===== src/rtl/scan_sequencer.sv =====
// ============================================================================
// Module   : scan_sequencer
// Brief    : Steps a masked set of 16 channels onto a 4-to-16 decoder select,
//            holding each for DWELL cycles. `SCAN_BLANK_EN adds a one-cycle
//            enable=0 blank between channels.
// Revision : 1.0 - initial release
// ============================================================================
`default_nettype none

module scan_sequencer #(
    parameter int DWELL = 4,
    parameter int CNT_W = 8
) (
    input  logic        clk,
    input  logic        rst,
    input  logic        start,
    input  logic        stop,
    input  logic        continuous,
    input  logic [15:0] mask,
    output logic [3:0]  select,
    output logic        enable,
    output logic        busy,
    output logic        done
);

    typedef enum logic [1:0] {
        S_IDLE = 2'd0,
        S_SCAN = 2'd1,
        S_GAP  = 2'd2,
        S_DONE = 2'd3
    } state_t;

    localparam logic [CNT_W-1:0] c_DWELL_M1 = CNT_W'(DWELL - 1);
    localparam logic [CNT_W-1:0] c_ONE      = CNT_W'(1);

    state_t             r_state;
    state_t             w_state_nxt;
    logic [3:0]         r_select;
    logic [3:0]         w_select_nxt;
    logic [CNT_W-1:0]   r_cnt;
    logic [CNT_W-1:0]   w_cnt_nxt;
    logic [15:0]        r_mask;
    logic [15:0]        w_mask_nxt;
    logic               r_cont;
    logic               w_cont_nxt;

    logic [15:0]        w_upper;
    logic [4:0]         w_next;
    logic [4:0]         w_first;
    logic [4:0]         w_pick;
    state_t             w_adv_state;
    logic [3:0]         w_adv_select;

    // Returns {found, index} of the lowest set bit.
    function automatic logic [4:0] f_lowest(input logic [15:0] v);
        logic [4:0] r;
        r = 5'd0;
        for (int i = 15; i >= 0; i--) begin
            if (v[i]) r = {1'b1, 4'(i)};
        end
        return r;
    endfunction

    always_comb begin
        w_upper = 16'd0;
        for (int i = 0; i < 16; i++) begin
            w_upper[i] = r_mask[i] && (4'(i) > r_select);
        end
    end

    assign w_next  = f_lowest(w_upper);
    assign w_first = f_lowest(r_mask);
    assign w_pick  = f_lowest(mask);

    // Channel-advance decision shared by GAP and, without blanking, by SCAN.
    always_comb begin
        w_adv_state  = S_DONE;
        w_adv_select = r_select;
        if (w_next[4]) begin
            w_adv_state  = S_SCAN;
            w_adv_select = w_next[3:0];
        end else if (r_cont) begin
            w_adv_state  = S_SCAN;
            w_adv_select = w_first[3:0];
        end
    end

    always_ff @(posedge clk) begin
        if (rst) begin
            r_state  <= S_IDLE;
            r_select <= 4'd0;
            r_cnt    <= '0;
            r_mask   <= 16'd0;
            r_cont   <= 1'b0;
        end else begin
            r_state  <= w_state_nxt;
            r_select <= w_select_nxt;
            r_cnt    <= w_cnt_nxt;
            r_mask   <= w_mask_nxt;
            r_cont   <= w_cont_nxt;
        end
    end

    always_comb begin
        w_state_nxt  = r_state;
        w_select_nxt = r_select;
        w_cnt_nxt    = r_cnt;
        w_mask_nxt   = r_mask;
        w_cont_nxt   = r_cont;
        enable       = (r_state == S_SCAN);
        busy         = (r_state != S_IDLE);
        done         = (r_state == S_DONE);
        select       = r_select;

        case (r_state)
            S_IDLE: begin
                if (start && !stop && (mask != 16'd0)) begin
                    w_mask_nxt   = mask;
                    w_cont_nxt   = continuous;
                    w_select_nxt = w_pick[3:0];
                    w_cnt_nxt    = c_DWELL_M1;
                    w_state_nxt  = S_SCAN;
                end
            end
            S_SCAN: begin
                if (stop) begin
                    w_state_nxt = S_IDLE;
                end else if (r_cnt != '0) begin
                    w_cnt_nxt = r_cnt - c_ONE;
                end else begin
`ifdef SCAN_BLANK_EN
                    w_state_nxt = S_GAP;
`else
                    w_state_nxt  = w_adv_state;
                    w_select_nxt = w_adv_select;
                    w_cnt_nxt    = c_DWELL_M1;
`endif
                end
            end
`ifdef SCAN_BLANK_EN
            S_GAP: begin
                if (stop) begin
                    w_state_nxt = S_IDLE;
                end else begin
                    w_state_nxt  = w_adv_state;
                    w_select_nxt = w_adv_select;
                    w_cnt_nxt    = c_DWELL_M1;
                end
            end
`endif
            default: begin
                w_state_nxt = S_IDLE;
            end
        endcase
    end

endmodule

`default_nettype wire


===== config.mk =====
export PLATFORM = sky130hd
export DESIGN_NAME = scan_sequencer
export DESIGN_NICKNAME = d
export VERILOG_FILES = /design/src/rtl/scan_sequencer.sv
export SDC_FILE = /design/constraint.sdc
export NUM_CORES = 1
export LEC_CHECK = 0
export CORE_MARGIN = 3
export CORE_UTILIZATION = 57
export CTS_BUF_LIST = sky130_fd_sc_hd__clkbuf_8
export DETAILED_ROUTE_END_ITERATION = 12
export PLACE_DENSITY_LB_ADDON = 0.15
export REMOVE_ABC_BUFFERS = 1
export SETUP_SLACK_MARGIN = 0.3
export SYNTH_ARGS = -nofsm -noshare
export SYNTH_HDL_FRONTEND = slang
export SYNTH_SLANG_ARGS = --single-unit
export TNS_END_PERCENT = 20

===== constraint.sdc =====
create_clock -name clk -period 2.63 [get_ports clk]
set_input_delay 0.526 -clock clk [delete_from_list [all_inputs] [get_ports clk]]
set_output_delay 0.526 -clock clk [all_outputs]
set_load 0.01 [all_outputs]

* Yosys cells after proc, flatten, opt, wreduce, memory -nomap -nowiden
Cells that the tools add are included.
Cells by class: $add $sub $neg 1, $lt $le $gt $ge 16, equality and inequality tests 7, muxes and demuxes 64, reduce and logical (&&, ||, !) cells 28
Operator list (number):
- two-way mux 4 bit | 37
- two-way mux 5 bit | 16
- greater-than comparator 4 bit, first input constant | 8
- two-way mux 8 bit | 3
- logical AND 1 bit | 18
- greater-than comparator 3 x 4 -> 1 bit, first input constant | 4
- one-hot mux 8 bit (2 select lines) | 1
- nonzero test 16 bit | 1
- two-way mux 2 bit | 5
- greater-than comparator 1 x 4 -> 1 bit, first input constant | 2
- greater-than comparator 2 x 4 -> 1 bit, first input constant | 2
- one-hot mux 4 bit (2 select lines) | 1
- nonzero test 8 bit | 1
- subtractor 8 x 1 -> 8 bit, second input constant | 1
- != test 2 bit, second input constant | 3
- AND reduction 5 bit | 1
- one-hot mux 2 bit (2 select lines) | 1
- AND reduction 2 bit | 2
- nonzero test 2 bit | 2
- != test 3 x 1 -> 1 bit, second input constant | 1
- != test 3 bit, second input constant | 1
- AND reduction 3 bit | 1
- == test 2 x 1 -> 1 bit, second input constant | 1
- == test 2 bit, second input constant | 1
- other kinds (2) | 2
Storage, ports and cells: flip-flop bits (word level) 31, input bits 21

* Depth between registers and ports, before layout
Gate-level depths: netlist (run 1).
depth in word-level cells 22, depth in mapped cells 8

* Least setup slack after synthesis (run 1)
OpenSTA, ideal clock, no wires.
path type register -> register, from register r_cnt[2], to register r_select[1], in the netlist select[1], setup time 92 ps, arrival 2029 ps, slack 509 ps, cell stages (with the launch flop) 7, path buffers 0, clock period less this slack 2121 ps, path through dfxtp_1 -> or4_4 -> nor4b_4 -> nand2_1 -> a21o_1 -> or4_1 -> o32ai_1
Between the ends: word-level cells in the longest chain between the ends 3
RTL lines:
- from (decl) | line 40 | logic [CNT_W-1:0] r_cnt;
- from (signal assigned) | line 98 | r_cnt <= w_cnt_nxt;
- nonzero test 8 bit | line 128 | end else if (r_cnt != '0) begin
- != test 2 bit (no source line)
- AND reduction 5 bit (no source line)
- to (signal assigned) | line 97 | r_select <= w_select_nxt;
- to (decl) | line 38 | logic [3:0] r_select;
No other way between the ends. A chain may end at the register's enable or synchronous reset.

* Worst setup path after layout (run 1)
Ends and elaborated chain as after synthesis.

==> results.json, run 1 <==
{
  "clkTransAtPathRegs_ns": 0.06,
  "ys_ff_latch": 31,
  "final-setup-viol-count": 0,
  "slew-limit-headroom": 0.661,
  "place_ws_ns": -0.0556,
  "status": "complete, no violations",
  "h-tree-depth": 2,
  "cts_hold_buffers": 0,
  "multiInputGateArea_mm2": 0.00149,
  "drt_iter0_drc": 200,
  "cpPeakStageDelay_ns": 0.59,
  "grt_pass1_vias": 2127,
  "wl_per_cell_um": 15.8,
  "die_w_um": 68.1,
  "ff_latch_area_um2": 623,
  "core_area_mm2": 0.00352,
  "min_path_type": "reg -> reg",
  "ys_warn_count": 0,
  "area_delta_synth_final_pct": 25.9,
  "pwr-share-comb": 0.295,
  "arrival_ns": 2.48,
  "io_pins": 28,
  "dieArea_mm2": 0.00463,
  "synth.yosys.seq_area_share": 0.283,
  "critPathKind": "reg -> reg",
  "root_buffer": "clkbuf_8",
  "initial_core_util": 0.624,
  "leakage_nw": 1.15,
  "die_y_um": 68.1,
  "clock-sinks": 31,
  "synth_compound_area_frac": 0.246,
  "reg2reg_from": "r_cnt[2]$_SDFFE_PP0P_",
  "reg2reg_to": "select[1]$_SDFFE_PP0P_",
  "post-route-period-util": 0.874,
  "drc_errors": 0,
  "synthAdderAreaFrac": 0.0114,
  "synthXorXnorAreaFrac": 0.0239,
  "cts_tree": "built",
  "hold_viol": 0,
  "gp_congestion": 0.893,
  "dp_hpwl_mm": 4.34,
  "startpoint_type": "register",
  "via_per_inst": 6.20,
  "cp_cell_sequence": "or4_4 > nor4b_4 > nand2_1 > a21o_1 > or4_1 > o32ai_1",
  "grt.overflow.total": 0,
  "slew_viol_final": 0,
  "hp-start": "r_cnt[1]$_SDFFE_PP0P_",
  "cpLargestDelayFamily": "simple AND/OR/NAND/NOR gates",
  "yosysUniqueCellTypes": 59,
  "route.vias.total": 2299,
  "synth-simple-area-share": 0.312,
  "first_pass_iters": 5,
  "hold_path_end": "r_cnt[1]$_SDFFE_PP0P_",
  "slowest_stage": "or4_4",
  "final_nets": 347,
  "cap_violations": 0,
  "power.density_mw_per_mm2": 498,
  "postRouteAntennaNets": 0,
  "fmax_mhz": 435,
  "synth_ff_type": "dfxtp_1",
  "worstMarginPinSlew_ns": 0.508,
  "wl_mm": 5.85,
  "grt_first_pass_wirelength_mm": 9.67,
  "fill_cells": 250,
  "synth_mux_area_frac": 0.0729,
  "clockBufferDepth": 2,
  "skew_ns": 0.00512,
  "portBuffers": 27,
  "end_kind": "register",
  "r2r_slack_ns": 0.33,
  "async_flop_share": 0,
  "placementRows": 21,
  "fin_ws_ns": 0.331,
  "synth_top_family_by_area": "simple AND/OR/NAND/NOR gates",
  "setup_tns_ns": 0,
  "rsz0062_at_grt": "true",
  "grt_max_degree": 25,
  "hold_depth": 2,
  "required_ns": 2.81,
  "fin_crit_ns": 2.30,
  "grt.total_usage": 0.276,
  "switching_share": 0.312,
  "synthCells": 279,
  "p_seq_frac": 0.409,
  "critPathBufInv": 0,
  "synth_area_mm2": 0.00220,
  "syn_area_per_cell_um2": 7.87,
  "p_sw_w": 0.000430,
  "irDropWorstVdd_v": 0.000391,
  "drive_gt1_frac": 0.160,
  "synth-edff-count": 0,
  "rr_worst_depth": 6,
  "clkPwrFrac": 0.296,
  "cts_buffers": 5,
  "antenna_found_initial": 0,
  "antenna_cells": 0,
  "worstPathMaxFanout": 5,
  "p_int_w": 0.000948,
  "insertion_delay_ns": 0.28
}
[sequential cells by signal, summed over array words and instances (netlist names)]
signal and count:
r_state 2, select 4, r_cnt 8, r_mask 16
r_cont 1
[final cells by class]
type	instances	area share
Tap cell	46	0.0208
Timing Repair Buffer	49	0.162
Clock buffer	7	0.0348
Inverter	13	0.0176
Sequential cell	31	0.225
Multi-Input combinational cell	224	0.538
Clock inverter	1	0.00136
[power groups by stage]
stage	clock network, W	registers, W	logic [W]
after floorplan	0	0.000556	0.000253
after global routing	0.000444	0.000569	0.000447
after CTS	0.000411	0.000561	0.000400
final	0.000409	0.000564	0.000406
after global placement	0	0.000568	0.000384
after detailed placement	0	0.000571	0.000394
[layer usage]
| layer | track usage | routed length, µm | vias to the layer above |
|---|---|---|---|
| met2 | 0.433 | 2650 | 101 |
| met1 | 0.367 | 2720 | 1058 |
| met5 | 0 | 0 | - |
| met3 | 0.0673 | 356 | 14 |
| met4 | 0.0943 | 127 | 0 |
| li1 | - | - | 1126 |
[cell usage after synthesis, types with 2 or more instances]
master,n,share of area
a2111oi_0,2,0.0080
a211o_1,2,0.0080
a211oi_1,5,0.017
a21bo_2,2,0.0091
a21boi_0,5,0.017
a21o_1,2,0.0068
a21oi_1,16,0.036
a22o_1,2,0.0080
a311oi_1,2,0.0080
a31o_2,2,0.0080
a31oi_1,2,0.0057
a32o_1,3,0.014
and4_2,2,0.0091
buf_2,3,0.0068
clkbuf_1,6,0.010
clkbuf_8,2,0.013
dfxtp_1,31,0.28
ha_1,2,0.011
inv_1,13,0.022
mux2i_1,16,0.073
nand2_1,11,0.019
nand2b_1,7,0.020
nand3_1,2,0.0046
nand3b_1,3,0.010
nand4_1,3,0.0085
nand4b_1,3,0.012
nor2_1,55,0.094
nor2b_1,10,0.028
nor3_1,3,0.0068
nor4_1,8,0.023
nor4b_4,2,0.022
o21a_1,3,0.010
o21ai_0,9,0.021
o21bai_1,2,0.0068
o22ai_1,2,0.0057
o31ai_1,5,0.017
or2_2,3,0.0085
or4_1,3,0.010
xor2_1,5,0.020
[logic make-up after synthesis]
logic type               Yosys count
flip-flops                        31
multiplexers                      16
AND/OR/NAND/NOR                  124
adder cells (fa/ha/maj)            2
AO/OA/AOI/OAI                     76
buffers and inverters             24
XOR/XNOR                           6
[what timing repair did]
item	in CTS	in global routing
endpoints found under the setup margin	3	19
gates resized for setup	0	7
pin swaps	1	1
setup buffers	1	0
[layout by cell type, fill, tap and decap left out, types with 7 or more instances in the layout]
cell type | synthesis | routed
nor2_1 | 55 | 55
dfxtp_1 | 31 | 29
clkdlybuf4s50_1 | 0 | 27
buf_4 | 0 | 21
mux2i_1 | 16 | 16
a21oi_1 | 16 | 16
inv_1 | 13 | 14
nand2_1 | 11 | 11
nor2b_1 | 10 | 10
o21ai_0 | 9 | 9
nand2b_1 | 7 | 7
clkbuf_8 | 2 | 7
[worst max path at each step]
stage	cells past startpoint	to	slack, ns	from
3_3_place_gp	8	r_cnt[6]$_SDFFE_PP0P_	-0.04	mask[11]
6_report	6	select[1]$_SDFFE_PP0P_	0.33	r_cnt[2]$_SDFFE_PP0P_
2_1_floorplan	5	r_cont$_SDFFE_PP0P_	0.46	mask[8]
3_5_place_dp	8	r_cnt[6]$_SDFFE_PP0P_	-0.06	mask[8]
5_1_grt	6	select[1]$_SDFFE_PP0P_	0.22	r_cnt[2]$_SDFFE_PP0P_
4_1_cts	6	select[2]$_SDFFE_PP0P_	0.27	select[3]$_SDFFE_PP0P_
[metrics by stage]
| stage | util | std cells | total power (W) | area, µm² | hold WS, ns |
|---|---|---|---|---|---|
| floorplan | - | 268 | 0.000810 | 2130 | 0.480 |
| global placement | 0.747 | 362 | 0.000952 | 2630 | 0.505 |
| detailed placement | 0.747 | 362 | 0.000965 | 2630 | 0.518 |
| CTS | 0.777 | 371 | 0.00137 | 2740 | 0.531 |
| global route | 0.785 | 371 | 0.00146 | 2770 | 0.560 |
| finish | 0.785 | 371 | 0.00138 | 2770 | 0.526 |
[tightest hold or removal path, stage by stage, from the launching register on]
cell and delay [ns]:
dfxtp_1 0.32, nor2_1 0.10, a311oi_1 0.05
Power figures use the tool's default switching activity.
==> inputs of run 2 (changes only) <==
--- a/config.mk
+++ b/config.mk
@@ -5,6 +5,7 @@
 export SDC_FILE = /design/constraint.sdc
 export NUM_CORES = 1
 export LEC_CHECK = 0
+export CAP_MARGIN = 20
 export CORE_MARGIN = 3
 export CORE_UTILIZATION = 57
 export CTS_BUF_LIST = sky130_fd_sc_hd__clkbuf_8
==> constraint.sdc (replaced) <==
create_clock -name clk -period 2.4 [get_ports clk]
set_input_delay 0.48 -clock clk [delete_from_list [all_inputs] [get_ports clk]]
set_output_delay 0.48 -clock clk [all_outputs]
set_load 0.01 [all_outputs]
==> results.json, run 2 (synthesis results as in run 1) <==
{
  "grt_first_pass_wirelength_mm": 10.7,
  "rsz0062_at_grt": "true",
  "antenna_found_initial": 0,
  "skew_ns": 0.00990,
  "io_pins": 28,
  "arrival_ns": 2.37,
  "clkTransAtPathRegs_ns": 0.07,
  "startpoint_type": "register",
  "rr_worst_depth": 7,
  "fin_ws_ns": 0.186,
  "r2r_slack_ns": 0.19,
  "grt.overflow.total": 0,
  "cts_buffers": 5,
  "status": "complete, no violations",
  "hold_depth": 2,
  "grt_max_degree": 23,
  "reg2reg_to": "select[2]$_SDFFE_PP0P_",
  "placed_cells": 368,
  "h-tree-depth": 2,
  "drc_errors": 0,
  "route.vias.total": 2563,
  "largest_register": "r_mask",
  "min_path_type": "reg -> reg",
  "clock-sinks": 31,
  "placementRows": 21,
  "via_per_inst": 6.69,
  "root_buffer": "clkbuf_8",
  "die_y_um": 68.1,
  "power.density_mw_per_mm2": 570,
  "first_pass_iters": 5,
  "grt_pass1_vias": 2273,
  "irDropWorstVdd_v": 0.000351,
  "hold_path_end": "r_cnt[5]$_SDFFE_PP0P_",
  "post-route-period-util": 0.922,
  "hold_viol": 0,
  "grt.total_usage": 0.308,
  "hp-start": "r_cnt[5]$_SDFFE_PP0P_",
  "clockBufferDepth": 2,
  "dp_hpwl_mm": 4.31,
  "layout_common_cells": "54 x nor2_1, 33 x buf_4, 24 x dfxtp_1, 16 x mux2i_1, 16 x clkdlybuf4s50_1",
  "reg2reg_from": "select[1]$_SDFFE_PP0P_",
  "final_nets": 359,
  "cap_violations": 0,
  "postRouteAntennaNets": 0,
  "slew_viol_final": 0,
  "gp_congestion": 0.889,
  "antenna_cells": 0,
  "worstMarginPinSlew_ns": 0.464,
  "fin_cells": 383,
  "drive_gt1_frac": 0.223,
  "end_kind": "register",
  "place_ws_ns": -0.305,
  "worstPathMaxFanout": 18,
  "cts_tree": "built",
  "fmax_mhz": 452,
  "cts_hold_buffers": 0,
  "final-setup-viol-count": 0,
  "leakage_nw": 1.32,
  "insertion_delay_ns": 0.28,
  "critPathKind": "reg -> reg",
  "core_area_mm2": 0.00352,
  "dieArea_mm2": 0.00463,
  "wl_per_cell_um": 18.9,
  "layout_commonest_cell": "nor2_1",
  "die_w_um": 68.1,
  "portBuffers": 27,
  "wl_mm": 7.23,
  "area_delta_synth_final_pct": 34.8,
  "slew-limit-headroom": 0.688,
  "drt_iter0_drc": 325,
  "largest_reg_flops": 16,
  "required_ns": 2.56,
  "initial_core_util": 0.624,
  "fin_crit_ns": 2.21,
  "fin_hold_ws_ns": 0.500
}
[run 2: cell types whose count changed in the layout (fill, tap and decap cells not counted), sizes merged]
| cell | delta |
|---|---|
| clkinv | +1 |
| clkdlybuf4s50 | -11 |
| inv | -1 |
| clkbuf | -1 |
| buf | +12 |
| dlymetal6s2s | +11 |
| bufinv | +1 |
[run 2: stage by stage]
step,instance area (µm²),util,power (W),TNS (ns)
2_1_floorplan,2130,-,0.000887,0
3_5_place_dp,2670,0.759,0.00107,-0.493
3_3_place_gp,2670,0.759,0.00106,-0.395
6_report,2960,0.841,0.00169,0
4_1_cts,2900,0.823,0.00164,0
5_1_grt,2960,0.841,0.00176,0
[run 2: worst max-delay path: stages (launching register included)]
cell      delay [ns]
dfxtp_2         0.52
nand3_1         0.19
a22o_1          0.32
nor4b_4         0.36
buf_4           0.18
nand4_1         0.17
a21oi_1         0.27
a211oi_1        0.08
[run 2: worst max path at each step]
stage	from	end	slack, ns	cells after the start
detailed placement	mask[14]	r_cnt[6]$_SDFFE_PP0P_	-0.30	8
CTS	mask[2]	r_cnt[4]$_SDFFE_PP0P_	0.24	9
finish	select[1]$_SDFFE_PP0P_	select[2]$_SDFFE_PP0P_	0.19	7
floorplan	mask[8]	r_cont$_SDFFE_PP0P_	0.28	5
global placement	mask[14]	r_cnt[6]$_SDFFE_PP0P_	-0.21	8
global route	select[1]$_SDFFE_PP0P_	select[2]$_SDFFE_PP0P_	0.12	7
[run 2: final cells by class]
| type | instances | area (µm²) |
|---|---|---|
| tap | 46 | 57.6 |
| clock buffer | 6 | 82.6 |
| inverter | 13 | 48.8 |
| clock inverter | 2 | 35.0 |
| multi-input combinational | 224 | 1540 |
| fill | 183 | 561 |
| timing repair buffer | 61 | 566 |
| sequential | 31 | 629 |
[run 2: report_power, final]
group / switching [W] / internal (W) / total (W)
clock network: 0.000202 / 0.000336 / 0.000538
logic: 0.000255 / 0.000271 / 0.000527
registers: 0.0000715 / 0.000551 / 0.000623
total: 0.000529 / 0.00116 / 0.00169
[run 2: routing by layer]
layer  GRT usage  wire length (µm)  vias to the layer above
met2       0.469              3360                      195
met4       0.154               374                        0
li1            -                 -                     1148
met1       0.417              2760                     1182
met3      0.0525               727                       38
met5           0                 0                        -
[run 2: what timing repair did]
item / in CTS / in global routing
gates resized for setup: 16 / 15
gates cloned: 0 / 0
setup buffers: 6 / 1
setup endpoints to repair: 11 / 23
pin swaps: 6 / 5
